## src/rtl/mcp300x_responder_if.sv

```systemverilog
// SPI pin bundle between a joystick SPI master and the
// emulated MCP3008 responder.
interface mcp300x_responder_if;
  logic spi_CLK;
  logic mcp_CS;
  logic spi_MOSI;
  logic spi_MISO;
  logic miso_oe;

  modport master (
    output spi_CLK,
    output mcp_CS,
    output spi_MOSI,
    input  spi_MISO,
    input  miso_oe
  );

  modport slave (
    input  spi_CLK,
    input  mcp_CS,
    input  spi_MOSI,
    output spi_MISO,
    output miso_oe
  );
endinterface

```

## src/rtl/mcp300x_responder.sv

```systemverilog
// MCP3008-style SPI responder: decodes start/SGL/channel and
// returns the selected 10-bit channel value, MSB then LSB first.
module mcp300x_responder (
  input  logic                clk_27MHz,
  input  logic                reset_btn,
  mcp300x_responder_if.slave  spi,
  input  logic [79:0]         ch_values,
  output logic                conv_valid,
  output logic [2:0]          conv_channel,
  output logic                conv_sgl,
  output logic                frame_error
);

  typedef enum logic [2:0] {
    IDLE,
    WAIT_START,
    CMD,
    ACQ,
    MSB,
    LSB,
    TAIL
  } state_t;

  // bit0 = first sync FF, bit1 = second, bit2 = history
  logic [2:0] sclk_q;
  logic [2:0] cs_q;
  logic [1:0] mosi_q;

  logic sclk_rise;
  logic sclk_fall;
  logic cs_rise;
  logic cs_fall;
  logic mosi_s;

  state_t     state_q;
  logic [2:0] cmd_q;
  logic [2:0] ccnt_q;
  logic [3:0] fcnt_q;
  logic [9:0] sh_q;
  logic       miso_q;
  logic       oe_q;
  logic       valid_q;
  logic       ferr_q;
  logic [2:0] chan_q;
  logic       sgl_q;

  logic [2:0] ch_sel_d;
  logic [9:0] ch_word_d;

  // Oversample the asynchronous SPI pins; CS idles high.
  always_ff @(posedge clk_27MHz) begin
    if (reset_btn) begin
      sclk_q <= 3'b000;
      cs_q   <= 3'b111;
      mosi_q <= 2'b00;
    end else begin
      sclk_q <= {sclk_q[1:0], spi.spi_CLK};
      cs_q   <= {cs_q[1:0], spi.mcp_CS};
      mosi_q <= {mosi_q[0], spi.spi_MOSI};
    end
  end

  assign sclk_rise = sclk_q[1] & ~sclk_q[2];
  assign sclk_fall = ~sclk_q[1] & sclk_q[2];
  assign cs_rise   = cs_q[1] & ~cs_q[2];
  assign cs_fall   = ~cs_q[1] & cs_q[2];
  assign mosi_s    = mosi_q[1];

  // Channel picked by D2..D0, D0 arriving on this rise.
  assign ch_sel_d = {cmd_q[1:0], mosi_s};

  // Mux the selected channel word out of the flat bus.
  always_comb begin
    ch_word_d = '0;
    for (int n = 0; n < 8; n++) begin
      if (ch_sel_d == 3'(n)) begin
        ch_word_d = ch_values[10*n +: 10];
      end
    end
  end

  // Frame FSM with registered MISO, enable and status pulses.
  always_ff @(posedge clk_27MHz) begin
    if (reset_btn) begin
      state_q <= IDLE;
      cmd_q   <= '0;
      ccnt_q  <= '0;
      fcnt_q  <= '0;
      sh_q    <= '0;
      miso_q  <= 1'b0;
      oe_q    <= 1'b0;
      valid_q <= 1'b0;
      ferr_q  <= 1'b0;
      chan_q  <= '0;
      sgl_q   <= 1'b0;
    end else begin
      valid_q <= 1'b0;
      ferr_q  <= 1'b0;
      if (cs_rise && state_q != IDLE) begin
        state_q <= IDLE;
        miso_q  <= 1'b0;
        oe_q    <= 1'b0;
        ferr_q  <= state_q inside
                   {WAIT_START, CMD, ACQ, MSB};
      end else begin
        unique case (state_q)
          IDLE: begin
            miso_q <= 1'b0;
            oe_q   <= 1'b0;
            if (cs_fall) begin
              state_q <= WAIT_START;
            end
          end
          WAIT_START: begin
            if (sclk_rise && mosi_s) begin
              state_q <= CMD;
              ccnt_q  <= '0;
            end
          end
          CMD: begin
            if (sclk_rise) begin
              cmd_q  <= {cmd_q[1:0], mosi_s};
              ccnt_q <= ccnt_q + 3'd1;
              if (ccnt_q == 3'd3) begin
                sgl_q   <= cmd_q[2];
                chan_q  <= ch_sel_d;
                sh_q    <= ch_word_d;
                fcnt_q  <= '0;
                state_q <= ACQ;
              end
            end
          end
          ACQ: begin
            if (sclk_fall) begin
              if (fcnt_q == 4'd1) begin
                miso_q  <= 1'b0;
                oe_q    <= 1'b1;
                fcnt_q  <= 4'd9;
                state_q <= MSB;
              end else begin
                fcnt_q <= fcnt_q + 4'd1;
              end
            end
          end
          MSB: begin
            if (sclk_fall) begin
              miso_q <= sh_q[fcnt_q];
              if (fcnt_q == 4'd0) begin
                valid_q <= 1'b1;
                fcnt_q  <= 4'd1;
                state_q <= LSB;
              end else begin
                fcnt_q <= fcnt_q - 4'd1;
              end
            end
          end
          LSB: begin
            if (sclk_fall) begin
              miso_q <= sh_q[fcnt_q];
              if (fcnt_q == 4'd9) begin
                state_q <= TAIL;
              end else begin
                fcnt_q <= fcnt_q + 4'd1;
              end
            end
          end
          TAIL: begin
            if (sclk_fall) begin
              miso_q <= 1'b0;
            end
          end
          default: begin
            state_q <= IDLE;
            miso_q  <= 1'b0;
            oe_q    <= 1'b0;
          end
        endcase
      end
    end
  end

  assign spi.spi_MISO = miso_q;
  assign spi.miso_oe  = oe_q;
  assign conv_valid   = valid_q;
  assign conv_channel = chan_q;
  assign conv_sgl     = sgl_q;
  assign frame_error  = ferr_q;

endmodule

```

## src/flat_wrapper.sv

```systemverilog
// flat-port wrapper written by rule: the top's interface ports become plain ports
module mcp300x_responder_flat 
  (clk_27MHz, reset_btn, ch_values, conv_valid, conv_channel, conv_sgl, frame_error, spi_spi_CLK, spi_mcp_CS, spi_spi_MOSI, spi_spi_MISO, spi_miso_oe);
  mcp300x_responder_if spi_i ();
  input  logic clk_27MHz;
  input  logic reset_btn;
  input  logic [79:0] ch_values;
  output logic conv_valid;
  output logic [2:0] conv_channel;
  output logic conv_sgl;
  output logic frame_error;
  input wire logic [$bits(spi_i.spi_CLK)-1:0] spi_spi_CLK;
  input wire logic [$bits(spi_i.mcp_CS)-1:0] spi_mcp_CS;
  input wire logic [$bits(spi_i.spi_MOSI)-1:0] spi_spi_MOSI;
  output wire logic [$bits(spi_i.spi_MISO)-1:0] spi_spi_MISO;
  output wire logic [$bits(spi_i.miso_oe)-1:0] spi_miso_oe;
  assign spi_i.spi_CLK = spi_spi_CLK;
  assign spi_i.mcp_CS = spi_mcp_CS;
  assign spi_i.spi_MOSI = spi_spi_MOSI;
  assign spi_spi_MISO = spi_i.spi_MISO;
  assign spi_miso_oe = spi_i.miso_oe;
  mcp300x_responder u_core (.clk_27MHz(clk_27MHz), .reset_btn(reset_btn), .spi(spi_i), .ch_values(ch_values), .conv_valid(conv_valid), .conv_channel(conv_channel), .conv_sgl(conv_sgl), .frame_error(frame_error));
endmodule
```

## config.mk

```make
export PLATFORM = sky130hd
export DESIGN_NAME = mcp300x_responder_flat
export DESIGN_NICKNAME = d
export VERILOG_FILES = /design/src/rtl/mcp300x_responder_if.sv /design/src/rtl/mcp300x_responder.sv /design/src/flat_wrapper.sv
export SDC_FILE = /design/constraint.sdc
export NUM_CORES = 1
export LEC_CHECK = 0
export BUFFER_PORTS_ARGS = -buffer_cell sky130_fd_sc_hd__buf_2
export CORE_MARGIN = 2
export CORE_UTILIZATION = 32
export CTS_CLUSTER_SIZE = 28
export DETAILED_ROUTE_END_ITERATION = 8
export GPL_TIMING_DRIVEN = 0
export PLACE_DENSITY_LB_ADDON = 0.15
export SETUP_SLACK_MARGIN = 0.1
export SLEW_MARGIN = 20
export SYNTH_ARGS = -nofsm -noshare
export SYNTH_HDL_FRONTEND = slang
export SYNTH_SLANG_ARGS = --single-unit
```

## constraint.sdc

```tcl
create_clock -name clk_27MHz -period 1.6 [get_ports clk_27MHz]
set_input_delay 0.08 -clock clk_27MHz [delete_from_list [all_inputs] [get_ports clk_27MHz]]
set_output_delay 0.08 -clock clk_27MHz [all_outputs]
set_load 0.1 [all_outputs]
```

## Word-level counts from Yosys, hierarchy flattened

Index checks and enable logic that the tools add are counted.

- Word-level logic and storage cells: 125
- Output and inout port bits: 8
- Input port bits: 85
- Bits in writable memories: 0
- Register bits: 39
- ROM bits: 0
- Latch bits: 0
- Memories: 0

- Eq/ne operators: 29
- Bitwise gates (word level): 14
- Shifts and indexed selects: 0
- $add $sub $neg: 3
- $lt $le $gt $ge: 1
- $mul: 0
- Reduce and logical (&&, ||, !) cells: 22
- Div/mod/pow operators: 0
- Muxes and demuxes: 42

Operator list:

| operator | number |
|---|---|
| $mux W10 | 8 |
| $mux W3 | 12 |
| $mux W4 | 8 |
| $eq A3 B3 Y1 const B | 7 |
| $pmux W3 S7 | 1 |
| $ne A2 B1 Y1 const B | 8 |
| $pmux W4 S4 | 1 |
| $eq A3 B2 Y1 const B | 5 |
| $reduce_and A11 Y1 | 1 |
| $ne A2 B2 Y1 const B | 5 |
| $not A1 Y1 | 10 |
| $mux W1 | 8 |
| $reduce_and A4 Y1 | 2 |
| $reduce_and A8 Y1 | 1 |
| $reduce_bool A4 Y1 | 2 |
| $reduce_or A2 Y1 | 4 |
| $eq A3 B1 Y1 const B | 2 |
| $logic_not A3 Y1 | 2 |
| $pmux W3 S2 | 1 |
| $reduce_and A3 Y1 | 2 |
| $lt A4 B5 Y1 const B | 1 |
| $reduce_and A5 Y1 | 1 |
| $reduce_or A5 Y1 | 1 |
| $add A4 B1 Y4 const B | 1 |
| other kinds (13) | 17 |

## Logic depth before layout (Yosys ltp)

Gate-level depths: netlist of the first run.

- Depth after elaboration: 9
- Mapped depth: 8
- Gate-level depth less buffers: 7

## Least setup slack after synthesis of the first run

Ideal clock, no wire load.

- Kind: register -> register
- From: reg u_core.fcnt_q[0]
- To: reg u_core.fcnt_q[3]
- Clock period less this slack: 1.758 ns
- Path slack: -0.158 ns
- Cell stages (with the launch flop): 9
- Data arrival time: 1.626 ns
- Data required time: 1.468 ns
- Buffers on the path: 1
- Library setup time: 0.132 ns
- Cells stage by stage: dfxtp_1 buf_2 inv_1 ha_1 or3b_2 nand3_1 o221ai_1 mux2i_1 a21oi_1

- Cells in the longest elaborated chain, start to end: 4
- Elaborated cells between the ends (all ways): 14
- Those cells by class: 2 x add/sub; 3 x eq/ne; 7 x mux; 2 x reduce/logical

RTL lines:

| element | line | source |
|---|---|---|
| start: declaration | mcp300x_responder.sv:38 | `logic [3:0] fcnt_q;` |
| start signal: assignment | mcp300x_responder.sv:141 | `fcnt_q <= fcnt_q + 4'd1;` |
| start signal: assignment | mcp300x_responder.sv:153 | `fcnt_q <= fcnt_q - 4'd1;` |
| start signal: assignment | mcp300x_responder.sv:163 | `fcnt_q <= fcnt_q + 4'd1;` |
| $add A4 B1 Y4 (tied with other cells) | mcp300x_responder.sv:141, mcp300x_responder.sv:163 |  |
| $mux W4 (on tied branches) | mcp300x_responder.sv:160, mcp300x_responder.sv:135, mcp300x_responder.sv:148 |  |
| $mux W4 (on tied branches) | mcp300x_responder.sv:158, mcp300x_responder.sv:134, mcp300x_responder.sv:146 |  |
| $pmux W4 S4 | mcp300x_responder.sv:106 | `unique case (state_q)` |

Parallel ways exist; a longest one is shown, timed or not. The select of a mux whose other input is x is not followed.
A chain may end at the register's enable or synchronous reset.

## Worst setup path after layout of the first run

- From: reg u_core.sclk_q[2]
- To: reg u_core.state_q[0]

- Cells in the longest elaborated chain, start to end: 5
- Elaborated cells between the ends (all ways): 10
- Those cells by class: 5 x eq/ne; 3 x bitwise; 2 x reduce/logical

RTL lines:

| element | line | source |
|---|---|---|
| start: declaration | mcp300x_responder.sv:25 | `logic [2:0] sclk_q;` |
| start signal: assignment | mcp300x_responder.sv:57 | `sclk_q <= {sclk_q[1:0], spi.spi_CLK};` |
| $not A1 Y1 | mcp300x_responder.sv:63 | `assign sclk_rise = sclk_q[1] & ~sclk_q[2];` |
| $and A1 B1 Y1 | mcp300x_responder.sv:63 |  |
| $logic_and A1 B1 Y1 | mcp300x_responder.sv:115 | `if (sclk_rise && mosi_s) begin` |
| $ne A2 B2 Y1 (no line) | n/a |  |
| $reduce_and A11 Y1 (no line) (*) | n/a |  |
| end signal: assignment | mcp300x_responder.sv:111 | `state_q <= WAIT_START;` |
| end signal: assignment | mcp300x_responder.sv:116 | `state_q <= CMD;` |
| end signal: assignment | mcp300x_responder.sv:129 | `state_q <= ACQ;` |
| end: declaration | mcp300x_responder.sv:35 | `state_t state_q;` |

Mark *: on every way between the ends. The rest lies on a longest branch, timed or not.

==> results of run 1 <==
==> sequential cells by signal, indices dropped and copies added (netlist names), 2 cells and up <==
register and cells:
u_core.sclk_q 3, u_core.ccnt_q 3, u_core.sh_q 10, u_core.mosi_q 2, u_core.cmd_q 3, u_core.fcnt_q 4, u_core.cs_q 3, u_core.conv_channel 3
u_core.state_q 3
==> worst max path at each step <==
stage | startpoint | end | cells past startpoint
final | u_core.sclk_q[2] | u_core.state_q[0] | 6
after global routing | u_core.sclk_q[2] | u_core.state_q[0] | 6
after global placement | u_core.cmd_q[0] | u_core.sh_q[1] | 6
after CTS | u_core.sclk_q[2] | u_core.sh_q[5] | 6
after detailed placement | u_core.mosi_q[1] | u_core.sh_q[9] | 6
after floorplan | u_core.sclk_q[1] | u_core.sh_q[1] | 5
==> Yosys cell counts (all sizes together) (3+ instances only) <==
master	number
dfxtp	39
a21oi	33
nor2	28
nand2b	18
mux2i	17
nand2	15
clkbuf	14
buf	13
o21ai	10
nor2b	9
o22ai	9
a211oi	8
mux2	8
mux4	8
a32o	7
nand3	7
o32ai	7
ha	5
inv	5
nor3b	4
or2	4
a311oi	3
nor4	3
or3b	3
==> area by class of cell <==
cell class              instances  area [um^2]
clock buffers                   5         68.8
inverters                       7         32.5
repair buffers                114          699
multi-input cells             236         2020
flip-flops and latches         39          796
clock inverters                 3         23.8
fillers                       787         4180
well taps                     105          131
plain buffers                  27          183
==> cell families (layout without fill, tap and decap cells) <==
group	Yosys count	in the layout	share of synthesized area
adders and majority gates	5	5	0.0235
AOI/OAI and AO/OA	91	91	0.230
DFF	39	39	0.293
muxes	33	33	0.165
and+or+nand+nor	105	105	0.222
buffers and inverters	34	156	0.0600
xor gates and xnor gates	2	2	0.00657
==> worst min-delay path: stages <==
cell     delay, ns
buf_2         0.08
a21oi_1       0.06
o32ai_1       0.15
a32o_1        0.14
==> layer usage <==
metal | wire (um) | GRT usage | vias to the layer above
li1 | - | - | 1403
met1 | 3640 | 0.243 | 1339
met2 | 4010 | 0.341 | 103
met3 | 536 | 0.0395 | 11
met4 | 147 | 0.0616 | 0
met5 | 0 | 0 | -
==> stage by stage <==
| step | cell area (um^2) | hold slack, ns | util |
|---|---|---|---|
| 2_1_floorplan | 2750 | 0.184 | - |
| 3_3_place_gp | 3330 | 0.270 | 0.410 |
| 3_5_place_dp | 3330 | 0.268 | 0.410 |
| 4_1_cts | 3800 | 0.237 | 0.468 |
| 5_1_grt | 3950 | 0.273 | 0.486 |
| 6_report | 3950 | 0.237 | 0.486 |
==> what timing repair did <==
action | 4_1_cts | 5_1_grt
endpoints found under the hold margin | 3 | 0
hold buffers | 3 | 0
endpoints found under the setup margin | 29 | 31
setup buffers | 19 | 1
pin swaps | 31 | 14
gates cloned | 0 | 1
resized for setup | 48 | 33
==> report_power, final <==
group / switching (W) / internal (W) / leakage (nW)
sequential: 0.0000269 / 0.000992 / 0.320
combinational: 0.000313 / 0.000281 / 1.16
clock: 0.000402 / 0.000312 / 0.0408
total: 0.000742 / 0.00159 / 1.52
==> results.txt, run 1 <==
Crit. End Element = flip-flop
Overflow after GRT = 0
Final worst slack = -0.0728 ns
Die width = 95.3 um
Die area = 9080 um^2
Die Ht = 95.3 um
Clk sinks = 39
Total CTS buffers = 5
Number of synthesized flops with an enable pin = 0
H-tree levels = 2
Yosys top cell area share = 0.293
Pre-CTS WS = -0.206 ns
Layout area overhead = 48.2%
RSZ-0062 raised after global routing = true
FP Rows = 33
YS warnings = 0
Top cells by area, synth = dfxtp_1 29%, mux4_2 6.8%, mux2i_1 6.4%
Rel. slew slack = 0.513
Seq/Total Area, Yosys = 0.293
Crit Path Max Fanout = 3
CP startpoint kind = flip-flop
Final period util = 1.05
Hold Path Class = in -> reg
Drt wl/cell = 15.6 um
Max Clock Skew = 0.0104 ns
Syn Nets = 399
Leakage = 1.52 nW
Beginning of the worst hold path = ch_values[17]
Worst-path cell chain = or3b_4 -> buf_4 -> o2111a_1 -> a211oi_2 -> nand3b_1 -> a21oi_1
Routed vias/inst = 5.33
Max-cap violations = 0
Placed insts = 505
Initial core utilization = 0.328
Final Max Tran Viols = 0
Total Routing Usage GR = 0.196
1st-pass router iterations = 4
Diode count = 0
Routed Wire Length = 8.34 mm
Via count = 2856
First-pass GRT wire length = 13.9 mm
Worst vdd ir = 0.000319 V
Finished Layout Cells = 536
Run status = finished with violations
DP HPWL = 6.09 mm
Most frequent cells in the layout = 94 x buf_2, 31 x dfxtp_1, 27 x nor2_1, 27 x a21oi_1, 18 x nand2b_1
Slew at the pin closest to its max-slew limit = 0.730 ns
Critical path class = reg -> reg
1st-iter DRT viols = 63
Failing checks = setup timing
Root Driver = clkbuf_8
Syn Area/Cell = 8.63 um^2
Final TNS setup = -0.367 ns
CP delay by family, top = compound AO/OA/AOI/OAI gates
Fmax = 598 MHz
Post-route ant nets = 0
RR Endpoint = u_core.state_q[0]
Worst hold endpoint = u_core.sh_q[7]
Cells after Synth = 309
Total power = 0.00233 W
Final Hold Fails = 0
Slowest stage delay, CP = 0.40 ns
Commonest register cell after synthesis = dfxtp_1
Pin count of the biggest net entering global routing = 15
Global placer's final weighted congestion = 0.860
Reg2reg path depth = 6
Reg2Reg Setup Slack = -0.07 ns
Total core area = 8130 um^2
CTS tree = done
CTS max path bufs = 2
Fin crit period = 1.67 ns
Power Density = 589 nW/um^2
Synthesized flop and latch total = 39
Final Setup Violations = 16
Buf/Inv on CP = 1
R2r startpoint = u_core.sclk_q[2]
Clk slew on worst S/H paths = 0.09 ns
WP data required = 1.84 ns
Vias in the first global route = 2929
Number of top-level pins = 93
Clk_lat worst skew = 0.31 ns
FFs w/ async S/R, synth = 0
Most common cell after layout, fill and taps aside = buf_2
Synth area leader = dfxtp_1
Hold path depth = 4
Netlist cell types = 57
Ratio of cells with drive above 1 in the final layout = 0.499
CP arrival = 1.91 ns
I/O Buffers = 91
Synthesized area = 2670 um^2
Max stage delay cell, worst path = or3b_4
Initial antenna violation count = 0
# DRC = 0
Final #Nets = 520
Power figures use the tool's default switching activity.
==> run 2, diff against run 1 <==
--- a/config.mk
+++ b/config.mk
@@ -12,7 +12,7 @@
 export DETAILED_ROUTE_END_ITERATION = 8
 export GPL_TIMING_DRIVEN = 0
 export PLACE_DENSITY_LB_ADDON = 0.15
-export SETUP_SLACK_MARGIN = 0.1
+export SETUP_SLACK_MARGIN = 0.5
 export SLEW_MARGIN = 20
 export SYNTH_ARGS = -nofsm -noshare
 export SYNTH_HDL_FRONTEND = slang
==> results.txt, run 2 (synthesis results as in run 1) <==
Vias in the first global route = 2849
Power Density = 597 nW/um^2
H-tree levels = 2
Total Routing Usage GR = 0.194
Placed insts = 505
CP startpoint kind = flip-flop
Max stage delay cell, worst path = or3b_4
CTS tree = done
Largest registers = u_core.sh_q: 10 flops, u_core.fcnt_q: 4 flops
Max-cap violations = 0
Ratio of cells with drive above 1 in the final layout = 0.530
Final period util = 1.04
RSZ-0062 raised after global routing = true
Final Max Tran Viols = 0
Routed vias/inst = 5.27
Die Ht = 95.3 um
Biggest register = u_core.sh_q
Die width = 95.3 um
Fin crit period = 1.67 ns
Clk slew on worst S/H paths = 0.08 ns
Critical path class = reg -> reg
1st-iter DRT viols = 60
Worst-path cell chain = or3b_4 -> nor4_4 -> buf_6 -> nand2_8 -> clkbuf_16 -> a32o_1
Initial core utilization = 0.328
Failing checks = setup timing
Root Driver = clkbuf_8
Hold Path Class = in -> reg
Most frequent cells in the layout = 85 x buf_2, 29 x dfxtp_1, 27 x nor2_1
CTS max path bufs = 2
Drt wl/cell = 16.2 um
Via count = 2828
Final TNS setup = -0.838 ns
Layout area overhead = 52.9%
Diode count = 0
Total core area = 8130 um^2
# DRC = 0
Die area = 9080 um^2
Crit Path Max Fanout = 6
Routed Wire Length = 8.70 mm
Rel. slew slack = 0.517
Initial antenna violation count = 0
Overflow after GRT = 0
First-pass GRT wire length = 13.7 mm
Max Clock Skew = 0.00841 ns
Slowest stage delay, CP = 0.43 ns
Largest register FFs = 10
Slew at the pin closest to its max-slew limit = 0.724 ns
Total CTS buffers = 5
Pin count of the biggest net entering global routing = 15
Clk_lat worst skew = 0.30 ns
1st-pass router iterations = 4
Most common cell after layout, fill and taps aside = buf_2
Clk sinks = 39
Reg2Reg Setup Slack = -0.07 ns
FP Rows = 33
Worst vdd ir = 0.000325 V
Leakage = 1.54 nW
Crit. End Element = flip-flop
Fmax = 600 MHz
Final Setup Violations = 21
Run status = finished with violations
Final Hold Fails = 0
Fill cell count = 776
Number of top-level pins = 93
WP data required = 1.80 ns
I/O Buffers = 91
Finished Layout Cells = 537
Pre-CTS WS = -0.252 ns
Post-route ant nets = 0
CP arrival = 1.86 ns
Global placer's final weighted congestion = 0.930
Final #Nets = 521
Layout Utilization = 0.501
Total power = 0.00243 W
DP HPWL = 6.27 mm
Final worst slack = -0.0668 ns
-- run 2: path summary, 6_finish.rpt --
path,start,cells after the start,to
worst max-delay path,u_core.state_q[2],6,u_core.sh_q[9]
worst min-delay path,ch_values[11],4,u_core.sh_q[1]
worst max register to register,u_core.state_q[2],6,u_core.sh_q[9]
worst min register to register,u_core.cs_q[0],1,u_core.cs_q[1]
-- run 2: report_power, final --
group          internal, W  switching [W]  total, W
Sequential        0.000991      0.0000288   0.00102
Combinational     0.000342       0.000357  0.000699
Clock             0.000312       0.000403  0.000716
Total              0.00164       0.000789   0.00243
-- run 2: metal layers --
layer | wire (um) | part of all wire | vias up | GRT usage
met4 | 99 | 0.011 | 0 | 0.0604
li1 | - | - | 1398 | -
met3 | 501 | 0.058 | 8 | 0.0308
met5 | 0 | 0 | - | 0
met2 | 4260 | 0.49 | 98 | 0.339
met1 | 3840 | 0.44 | 1324 | 0.245
-- run 2: critical path, delay by kind of cell (launching register included) --
kind / cells / cell delay (ns)
compound gates: 1 / 0.21
buf+inv: 2 / 0.35
flops: 1 / 0.34
simple gates: 3 / 0.68
-- run 2: area by class of cell --
type	instances	area, um^2	area share
inverter	7	32.5	0.00798
timing repair buffer	114	707	0.173
buffer	27	220	0.0540
clock inverter	3	23.8	0.00583
clock buffer	5	68.8	0.0169
multi-input combinational	237	2090	0.513
tap	105	131	0.0322
sequential	39	803	0.197
-- run 2: through the flow --
step	area (um^2)	hold slack (ns)
final	4080	0.213
after global routing	4080	0.252
after CTS	3900	0.208
after detailed placement	3390	0.267
after global placement	3390	0.274
after floorplan	2810	0.184
-- run 2: repair_timing --
item                                    4_1_cts  5_1_grt
hold buffers                                  3        0
gates resized for setup                      67       36
endpoints found under the setup margin       39       31
endpoints found under the hold margin         3        0
cloned                                        2        1
setup buffers                                15        3
pin swaps                                    14       14
